File: src/rtl/mc_datapath_regs_pkg.sv
// Shared constants for the multicycle RV32I datapath.
// Opcodes match the control FSM decode.
package mc_datapath_regs_pkg;

  localparam int XLEN_DEF  = 32;
  localparam int CNT_W_DEF = 32;

  localparam logic [31:0] RESET_PC  = 32'h0000_0000;
  localparam logic [31:0] HALT_CODE = 32'd10;

  localparam logic [6:0] OP_LUI    = 7'b0110111;
  localparam logic [6:0] OP_AUIPC  = 7'b0010111;
  localparam logic [6:0] OP_JAL    = 7'b1101111;
  localparam logic [6:0] OP_JALR   = 7'b1100111;
  localparam logic [6:0] OP_BRANCH = 7'b1100011;
  localparam logic [6:0] OP_LOAD   = 7'b0000011;
  localparam logic [6:0] OP_STORE  = 7'b0100011;
  localparam logic [6:0] OP_ARITHI = 7'b0010011;
  localparam logic [6:0] OP_ARITH  = 7'b0110011;
  localparam logic [6:0] OP_ECALL  = 7'b1110011;

endpackage

File: src/rtl/mc_datapath_regs_if.sv
// Control strobes and data buses between the FSM/ALU/memory side
// and the datapath register file.
interface mc_datapath_regs_if #(
  parameter int XLEN  = 32,
  parameter int CNT_W = 32
);
  logic            pc_write;
  logic            pc_write_not_cond;
  logic            pc_source;
  logic            ir_write;
  logic            i_or_d;
  logic            alu_bcond;
  logic [XLEN-1:0] alu_result;
  logic [XLEN-1:0] mem_dout;
  logic [XLEN-1:0] rs1_dout;
  logic [XLEN-1:0] rs2_dout;
  logic [XLEN-1:0] x17_value;
  logic            is_ecall;

  logic [XLEN-1:0]  pc;
  logic [XLEN-1:0]  mem_addr;
  logic [XLEN-1:0]  ir;
  logic [6:0]       part_of_inst;
  logic [XLEN-1:0]  mdr;
  logic [XLEN-1:0]  a_q;
  logic [XLEN-1:0]  b_q;
  logic [XLEN-1:0]  alu_out_q;
  logic             is_halted;
  logic [CNT_W-1:0] retired_cnt;

  modport master (
    output pc_write, pc_write_not_cond, pc_source,
    output ir_write, i_or_d, alu_bcond,
    output alu_result, mem_dout, rs1_dout, rs2_dout,
    output x17_value, is_ecall,
    input  pc, mem_addr, ir, part_of_inst, mdr,
    input  a_q, b_q, alu_out_q, is_halted, retired_cnt
  );

  modport slave (
    input  pc_write, pc_write_not_cond, pc_source,
    input  ir_write, i_or_d, alu_bcond,
    input  alu_result, mem_dout, rs1_dout, rs2_dout,
    input  x17_value, is_ecall,
    output pc, mem_addr, ir, part_of_inst, mdr,
    output a_q, b_q, alu_out_q, is_halted, retired_cnt
  );
endinterface

File: src/rtl/mc_datapath_regs_en_reg.sv
// Width-parameterised register with synchronous reset and load enable.
module en_reg #(
  parameter int           W       = 32,
  parameter logic [W-1:0] RST_VAL = '0
) (
  input  logic         clk,
  input  logic         reset,
  input  logic         en,
  input  logic [W-1:0] d,
  output logic [W-1:0] q
);
  logic [W-1:0] q_d;
  logic [W-1:0] q_q;

  always_comb begin
    q_d = q_q;
    if (en) q_d = d;
  end

  always_ff @(posedge clk) begin
    if (reset) q_q <= RST_VAL;
    else       q_q <= q_d;
  end

  assign q = q_q;
endmodule

File: src/rtl/mc_datapath_regs.sv
// PC/IR/MDR/A/B/ALUOut registers, halt flag and retired counter
// for the multicycle RV32I datapath.
module mc_datapath_regs
  import mc_datapath_regs_pkg::*;
#(
  parameter int              XLEN     = 32,
  parameter logic [XLEN-1:0] RESET_PC = mc_datapath_regs_pkg::RESET_PC,
  parameter int              CNT_W    = 32
) (
  input  logic              clk,
  input  logic              reset,
  mc_datapath_regs_if.slave bus
);
  logic [XLEN-1:0]  pc_w;
  logic [XLEN-1:0]  ir_w;
  logic [XLEN-1:0]  mdr_w;
  logic [XLEN-1:0]  a_w;
  logic [XLEN-1:0]  b_w;
  logic [XLEN-1:0]  alu_out_w;
  logic [XLEN-1:0]  next_pc;
  logic             pc_we;
  logic             pc_en;
  logic             ir_en;
  logic             halt_hit;

  logic             halted_d;
  logic             halted_q;
  logic             ir_valid_d;
  logic             ir_valid_q;
  logic [CNT_W-1:0] retired_d;
  logic [CNT_W-1:0] retired_q;

  always_comb begin
    pc_we    = bus.pc_write |
               (bus.pc_write_not_cond & ~bus.alu_bcond);
    next_pc  = bus.pc_source ? alu_out_w : bus.alu_result;
    // Freeze uses the registered flag so a halting edge still writes PC.
    pc_en    = pc_we & ~halted_q;
    ir_en    = bus.ir_write & ~halted_q;
    halt_hit = ir_valid_q & bus.is_ecall &
               (bus.x17_value == XLEN'(HALT_CODE));
  end

  always_comb begin
    halted_d   = halted_q | halt_hit;
    ir_valid_d = ir_valid_q;
    retired_d  = retired_q;
    if (ir_en) begin
      ir_valid_d = 1'b1;
      retired_d  = retired_q + 1'b1;
    end
  end

  always_ff @(posedge clk) begin
    if (reset) begin
      halted_q   <= 1'b0;
      ir_valid_q <= 1'b0;
      retired_q  <= '0;
    end else begin
      halted_q   <= halted_d;
      ir_valid_q <= ir_valid_d;
      retired_q  <= retired_d;
    end
  end

  en_reg #(.W(XLEN), .RST_VAL(RESET_PC)) u_pc (
    .clk(clk), .reset(reset), .en(pc_en),
    .d(next_pc), .q(pc_w)
  );

  en_reg #(.W(XLEN)) u_ir (
    .clk(clk), .reset(reset), .en(ir_en),
    .d(bus.mem_dout), .q(ir_w)
  );

  en_reg #(.W(XLEN)) u_mdr (
    .clk(clk), .reset(reset), .en(1'b1),
    .d(bus.mem_dout), .q(mdr_w)
  );

  en_reg #(.W(XLEN)) u_a (
    .clk(clk), .reset(reset), .en(1'b1),
    .d(bus.rs1_dout), .q(a_w)
  );

  en_reg #(.W(XLEN)) u_b (
    .clk(clk), .reset(reset), .en(1'b1),
    .d(bus.rs2_dout), .q(b_w)
  );

  en_reg #(.W(XLEN)) u_alu_out (
    .clk(clk), .reset(reset), .en(1'b1),
    .d(bus.alu_result), .q(alu_out_w)
  );

  assign bus.pc           = pc_w;
  assign bus.ir           = ir_w;
  assign bus.part_of_inst = ir_w[6:0];
  assign bus.mdr          = mdr_w;
  assign bus.a_q          = a_w;
  assign bus.b_q          = b_w;
  assign bus.alu_out_q    = alu_out_w;
  assign bus.mem_addr     = bus.i_or_d ? alu_out_w : pc_w;
  assign bus.is_halted    = halted_q;
  assign bus.retired_cnt  = retired_q;
endmodule

File: src/flat_wrapper.sv
// flat-port wrapper written by rule: the top's interface ports become plain ports
module mc_datapath_regs_flat import mc_datapath_regs_pkg::*;
#(
  parameter int              XLEN     = 32,
  parameter logic [XLEN-1:0] RESET_PC = mc_datapath_regs_pkg::RESET_PC,
  parameter int              CNT_W    = 32
)
  (clk, reset, bus_pc_write, bus_pc_write_not_cond, bus_pc_source, bus_ir_write, bus_i_or_d, bus_alu_bcond, bus_alu_result, bus_mem_dout, bus_rs1_dout, bus_rs2_dout, bus_x17_value, bus_is_ecall, bus_pc, bus_mem_addr, bus_ir, bus_part_of_inst, bus_mdr, bus_a_q, bus_b_q, bus_alu_out_q, bus_is_halted, bus_retired_cnt);
  mc_datapath_regs_if #(.XLEN(XLEN), .CNT_W(CNT_W)) bus_i ();
  input  logic clk;
  input  logic reset;
  input wire logic [$bits(bus_i.pc_write)-1:0] bus_pc_write;
  input wire logic [$bits(bus_i.pc_write_not_cond)-1:0] bus_pc_write_not_cond;
  input wire logic [$bits(bus_i.pc_source)-1:0] bus_pc_source;
  input wire logic [$bits(bus_i.ir_write)-1:0] bus_ir_write;
  input wire logic [$bits(bus_i.i_or_d)-1:0] bus_i_or_d;
  input wire logic [$bits(bus_i.alu_bcond)-1:0] bus_alu_bcond;
  input wire logic [$bits(bus_i.alu_result)-1:0] bus_alu_result;
  input wire logic [$bits(bus_i.mem_dout)-1:0] bus_mem_dout;
  input wire logic [$bits(bus_i.rs1_dout)-1:0] bus_rs1_dout;
  input wire logic [$bits(bus_i.rs2_dout)-1:0] bus_rs2_dout;
  input wire logic [$bits(bus_i.x17_value)-1:0] bus_x17_value;
  input wire logic [$bits(bus_i.is_ecall)-1:0] bus_is_ecall;
  output wire logic [$bits(bus_i.pc)-1:0] bus_pc;
  output wire logic [$bits(bus_i.mem_addr)-1:0] bus_mem_addr;
  output wire logic [$bits(bus_i.ir)-1:0] bus_ir;
  output wire logic [$bits(bus_i.part_of_inst)-1:0] bus_part_of_inst;
  output wire logic [$bits(bus_i.mdr)-1:0] bus_mdr;
  output wire logic [$bits(bus_i.a_q)-1:0] bus_a_q;
  output wire logic [$bits(bus_i.b_q)-1:0] bus_b_q;
  output wire logic [$bits(bus_i.alu_out_q)-1:0] bus_alu_out_q;
  output wire logic [$bits(bus_i.is_halted)-1:0] bus_is_halted;
  output wire logic [$bits(bus_i.retired_cnt)-1:0] bus_retired_cnt;
  assign bus_i.pc_write = bus_pc_write;
  assign bus_i.pc_write_not_cond = bus_pc_write_not_cond;
  assign bus_i.pc_source = bus_pc_source;
  assign bus_i.ir_write = bus_ir_write;
  assign bus_i.i_or_d = bus_i_or_d;
  assign bus_i.alu_bcond = bus_alu_bcond;
  assign bus_i.alu_result = bus_alu_result;
  assign bus_i.mem_dout = bus_mem_dout;
  assign bus_i.rs1_dout = bus_rs1_dout;
  assign bus_i.rs2_dout = bus_rs2_dout;
  assign bus_i.x17_value = bus_x17_value;
  assign bus_i.is_ecall = bus_is_ecall;
  assign bus_pc = bus_i.pc;
  assign bus_mem_addr = bus_i.mem_addr;
  assign bus_ir = bus_i.ir;
  assign bus_part_of_inst = bus_i.part_of_inst;
  assign bus_mdr = bus_i.mdr;
  assign bus_a_q = bus_i.a_q;
  assign bus_b_q = bus_i.b_q;
  assign bus_alu_out_q = bus_i.alu_out_q;
  assign bus_is_halted = bus_i.is_halted;
  assign bus_retired_cnt = bus_i.retired_cnt;
  mc_datapath_regs #(.XLEN(XLEN), .RESET_PC(RESET_PC), .CNT_W(CNT_W)) u_core (.clk(clk), .reset(reset), .bus(bus_i));
endmodule
File: config.mk
export PLATFORM = sky130hd
export DESIGN_NAME = mc_datapath_regs_flat
export DESIGN_NICKNAME = d
export VERILOG_FILES = /design/src/rtl/mc_datapath_regs_pkg.sv /design/src/rtl/mc_datapath_regs_if.sv /design/src/rtl/mc_datapath_regs_en_reg.sv /design/src/rtl/mc_datapath_regs.sv /design/src/flat_wrapper.sv
export SDC_FILE = /design/constraint.sdc
export NUM_CORES = 1
export LEC_CHECK = 0
export ABC_CLOCK_PERIOD_IN_PS = 4190
export CORE_MARGIN = 2
export CORE_UTILIZATION = 30
export DETAILED_ROUTE_END_ITERATION = 8
export HOLD_SLACK_MARGIN = 0.12
export SYNTH_ARGS = -nofsm -noshare
export SYNTH_HDL_FRONTEND = slang
export SYNTH_HIERARCHICAL = 1
export SYNTH_SLANG_ARGS = --single-unit
File: constraint.sdc
create_clock -name clk -period 4.19 [get_ports clk]
set_clock_uncertainty 0.05 [all_clocks]
set_input_delay 1.257 -clock clk [delete_from_list [all_inputs] [get_ports clk]]
set_output_delay 1.257 -clock clk [all_outputs]
set_load 0.05 [all_outputs]
==> reports/metrics.yaml <==
worst_setup_path:
  crit_buf_inv: 3
  rrSetupSlack_ns: 1.71
  cp_max_fo: 32
  r2r_end: "u_core/bus.retired_cnt[31]"
  crit_type: "in2out"
  cp_cell_sequence: "clkdlybuf4s50_1, buf_12, mux2_2, buf_12"
  cp_top_family: "buffers and inverters"
  crit_slowest_cell: "clkdlybuf4s50_1"
  crit_path_start_kind: "input pin"
  r2r_start: "u_core/bus.retired_cnt[4]"
  cp-endpoint: "bus_mem_addr[28]"
  crit_top_cell: "buf_12"
  worst_r2r_path_depth: 4
  crit_start: "bus_i_or_d"
  cp.depth: 4
  cp.arrival_ns: 2.55
  critPathCaptureType: "output pin"
  critPathRequiredTime_ns: 2.88
  critPathMaxStageDelay_ns: 0.51
clock_tree:
  clock_sinks: 226
  htreeDepth: 1
  cts.reportedPaths.clkPinSlew_ns: 0.06
  cts_setup_buffers: 0
  clkLatencyLatePin_ns: 0.52
  cts_tree: "built"
  ctsHoldBuffers: 0
  cts_root_buf: "clkbuf_16"
  cts_resized: 0
  cts_made_buffers: 25
  clk_path_buf_depth: 3
timing:
  fin_crit_sh: 0.920
  fin_ws_ns: 0.335
  setup_viol: 0
  slew_headroom: 0.480
  period_needed_ns: 3.85
  slew_violations: 0
  fin_tns_setup_ns: 0
  hold_viol: 0
  tightest_slew_ns: 0.780
  clock.fmax_ghz: 0.259
  rsz0062_at_grt: "false"
die:
  die_h_microns: 181
  die_w_microns: 181
  initial_core_util: 0.306
  rows: 64
  io_pins: 433
  core_sq_um: 30800
  die_area_sq_um: 32900
detailed_routing:
  wire_per_inst_microns: 17.9
  via_per_inst: 4.63
  detailedRoute.firstPassIterationCount: 4
  post-route-drc-count: 0
  ant_nets: 0
  drt-total-wl_mm: 30.7
  drt_iter0_markers: 319
  routed-via-count: 7923
logic_synthesis:
  syn_inst: 894
  syn_area_per_cell_sq_um: 10.6
  syn_area_sq_um: 9450
  synthDistinctLibCells: 35
  synth_edf_count: 0
  yosys_most_used_dff: "dfxtp_1"
  yosysWarnings: 6
  ys_seq_area_frac: 0.479
  synthArstFlopShare: 0
  synth-seq-cells: 226
final_layout:
  antenna-diode-count: 0
  area_growth_pct: 58.4
  fin_cells: 1712
  drive_above_1_share: 0.117
  nNetsFinal: 1467
power_and_ir_drop:
  max-vdd-ir-drop_mv: 0.252
  finalPower_mw: 5.99
  p_leak_nw: 6.12
  p_per_area_nw_per_um2: 400
run:
  drv_cap: 0
global_routing:
  grt_use_met1: 0.203
  grt_max_degree: 86
  antenna_found_initial: 2
  use_met2: 0.323
  grt_first_pass_wirelength_mm: 46.8
  top_usage_layer: "met2"
  use_met3: 0.0616
  grt_pass1_vias: 7982
  overflow: 0
  grt_use_total: 0.179
place:
  place_ws_ns: 0.350
  globalplace.congestion: 0.777
  placedCellCount: 1666
  port_buffers: 432
  dp.final_hpwl_mm: 22.5
hold_path:
  hp-class: "reg2reg"
run_status:
  status: "finished, final reports clean"
final cells by class:
cell class	instances	area (sq um)
multi-input cells	599	4310
well taps	396	495
repair buffers	441	4750
flip-flops and latches	226	4520
inverters	4	15.0
clock buffers	36	737
fillers	2868	15900
clock inverters	10	131
layout by cell type (no fill, tap or decap), types with 7 or more instances in the layout:
| master | n |
|---|---|
| nor4_1 | 8 |
| dfxtp_1 | 226 |
| or4_1 | 19 |
| clkbuf_16 | 25 |
| o31ai_1 | 14 |
| clkbuf_8 | 7 |
| clkdlybuf4s50_1 | 399 |
| nor2_1 | 208 |
| mux2_2 | 64 |
| nand2_1 | 11 |
| a21oi_1 | 20 |
| xnor2_1 | 7 |
| nand3_1 | 9 |
| mux2i_1 | 193 |
| buf_12 | 35 |
Yosys cell counts, types with 8 or more instances:
cell type / n / area (sq um)
dfxtp_1: 226 / 4520
nor2_1: 209 / 785
mux2i_1: 193 / 1930
mux2_2: 64 / 721
clkbuf_1: 29 / 109
a21oi_1: 20 / 100
or4_1: 19 / 143
buf_12: 18 / 360
o31ai_1: 14 / 105
nand2_1: 11 / 41.3
nand3_1: 9 / 45.0
nor4_1: 8 / 50.1
sequential cells by signal, summed over array words and instances (netlist names):
signal / cells
u_core/u_ir/q: 32
u_core/u_b/q: 32
u_core/u_mdr/q: 32
u_core/u_pc/q: 32
u_core/bus.is_halted: 1
u_core/ir_valid_q: 1
u_core/u_a/q: 32
u_core/bus.retired_cnt: 32
u_core/u_alu_out/q: 32
layer usage:
layer	up-vias	share of wire	wire [microns]
met3	30	0.091	2780
met5	-	0.00075	23
met4	4	0.016	483
met1	3691	0.39	12000
li1	3877	-	-
met2	321	0.50	15300
kinds of logic after synthesis:
group | after synthesis | share of synthesized area
flops | 226 | 0.479
mux | 257 | 0.281
fa+ha+maj | 1 | 0.00132
buf+inv | 72 | 0.0681
other cells | 1 | 0.000397
simple gates | 285 | 0.134
xor+xnor | 12 | 0.0111
compound gates | 40 | 0.0250
worst min-delay path, cell delays in order (launching register included):
cell	delay, ns
dfxtp_1	0.32
mux2i_1	0.06
nor2_1	0.07
power breakdown:
group          internal (mW)  leakage (nW)  switching [mW]  total [mW]
clock network           1.40         0.430           0.884        2.29
registers               2.26          1.86          0.0832        2.35
logic                  0.571          3.83           0.779        1.35
metrics by stage:
stage	area (sq um)	hold slack [ns]	util
3_3_place_gp	14100	0.418	0.457
5_1_grt	15000	0.472	0.485
6_report	15000	0.442	0.485
4_1_cts	15000	0.448	0.485
3_5_place_dp	14100	0.421	0.457
2_1_floorplan	9460	0.382	-
worst min path at each step:
stage / from / endpoint / slack (ns) / cells after the start
2_1_floorplan: u_core/ir_valid_q / u_core/ir_valid_q / 0.38 / 2
3_3_place_gp: u_core/bus.retired_cnt[31] / u_core/bus.retired_cnt[31] / 0.42 / 2
3_5_place_dp: u_core/ir_valid_q / u_core/ir_valid_q / 0.42 / 2
4_1_cts: u_core/u_ir/q[21] / u_core/u_ir/q[21] / 0.45 / 2
5_1_grt: u_core/u_ir/q[10] / u_core/u_ir/q[10] / 0.47 / 2
6_report: u_core/u_ir/q[21] / u_core/u_ir/q[21] / 0.44 / 2
(Power assumes the default switching activity.)
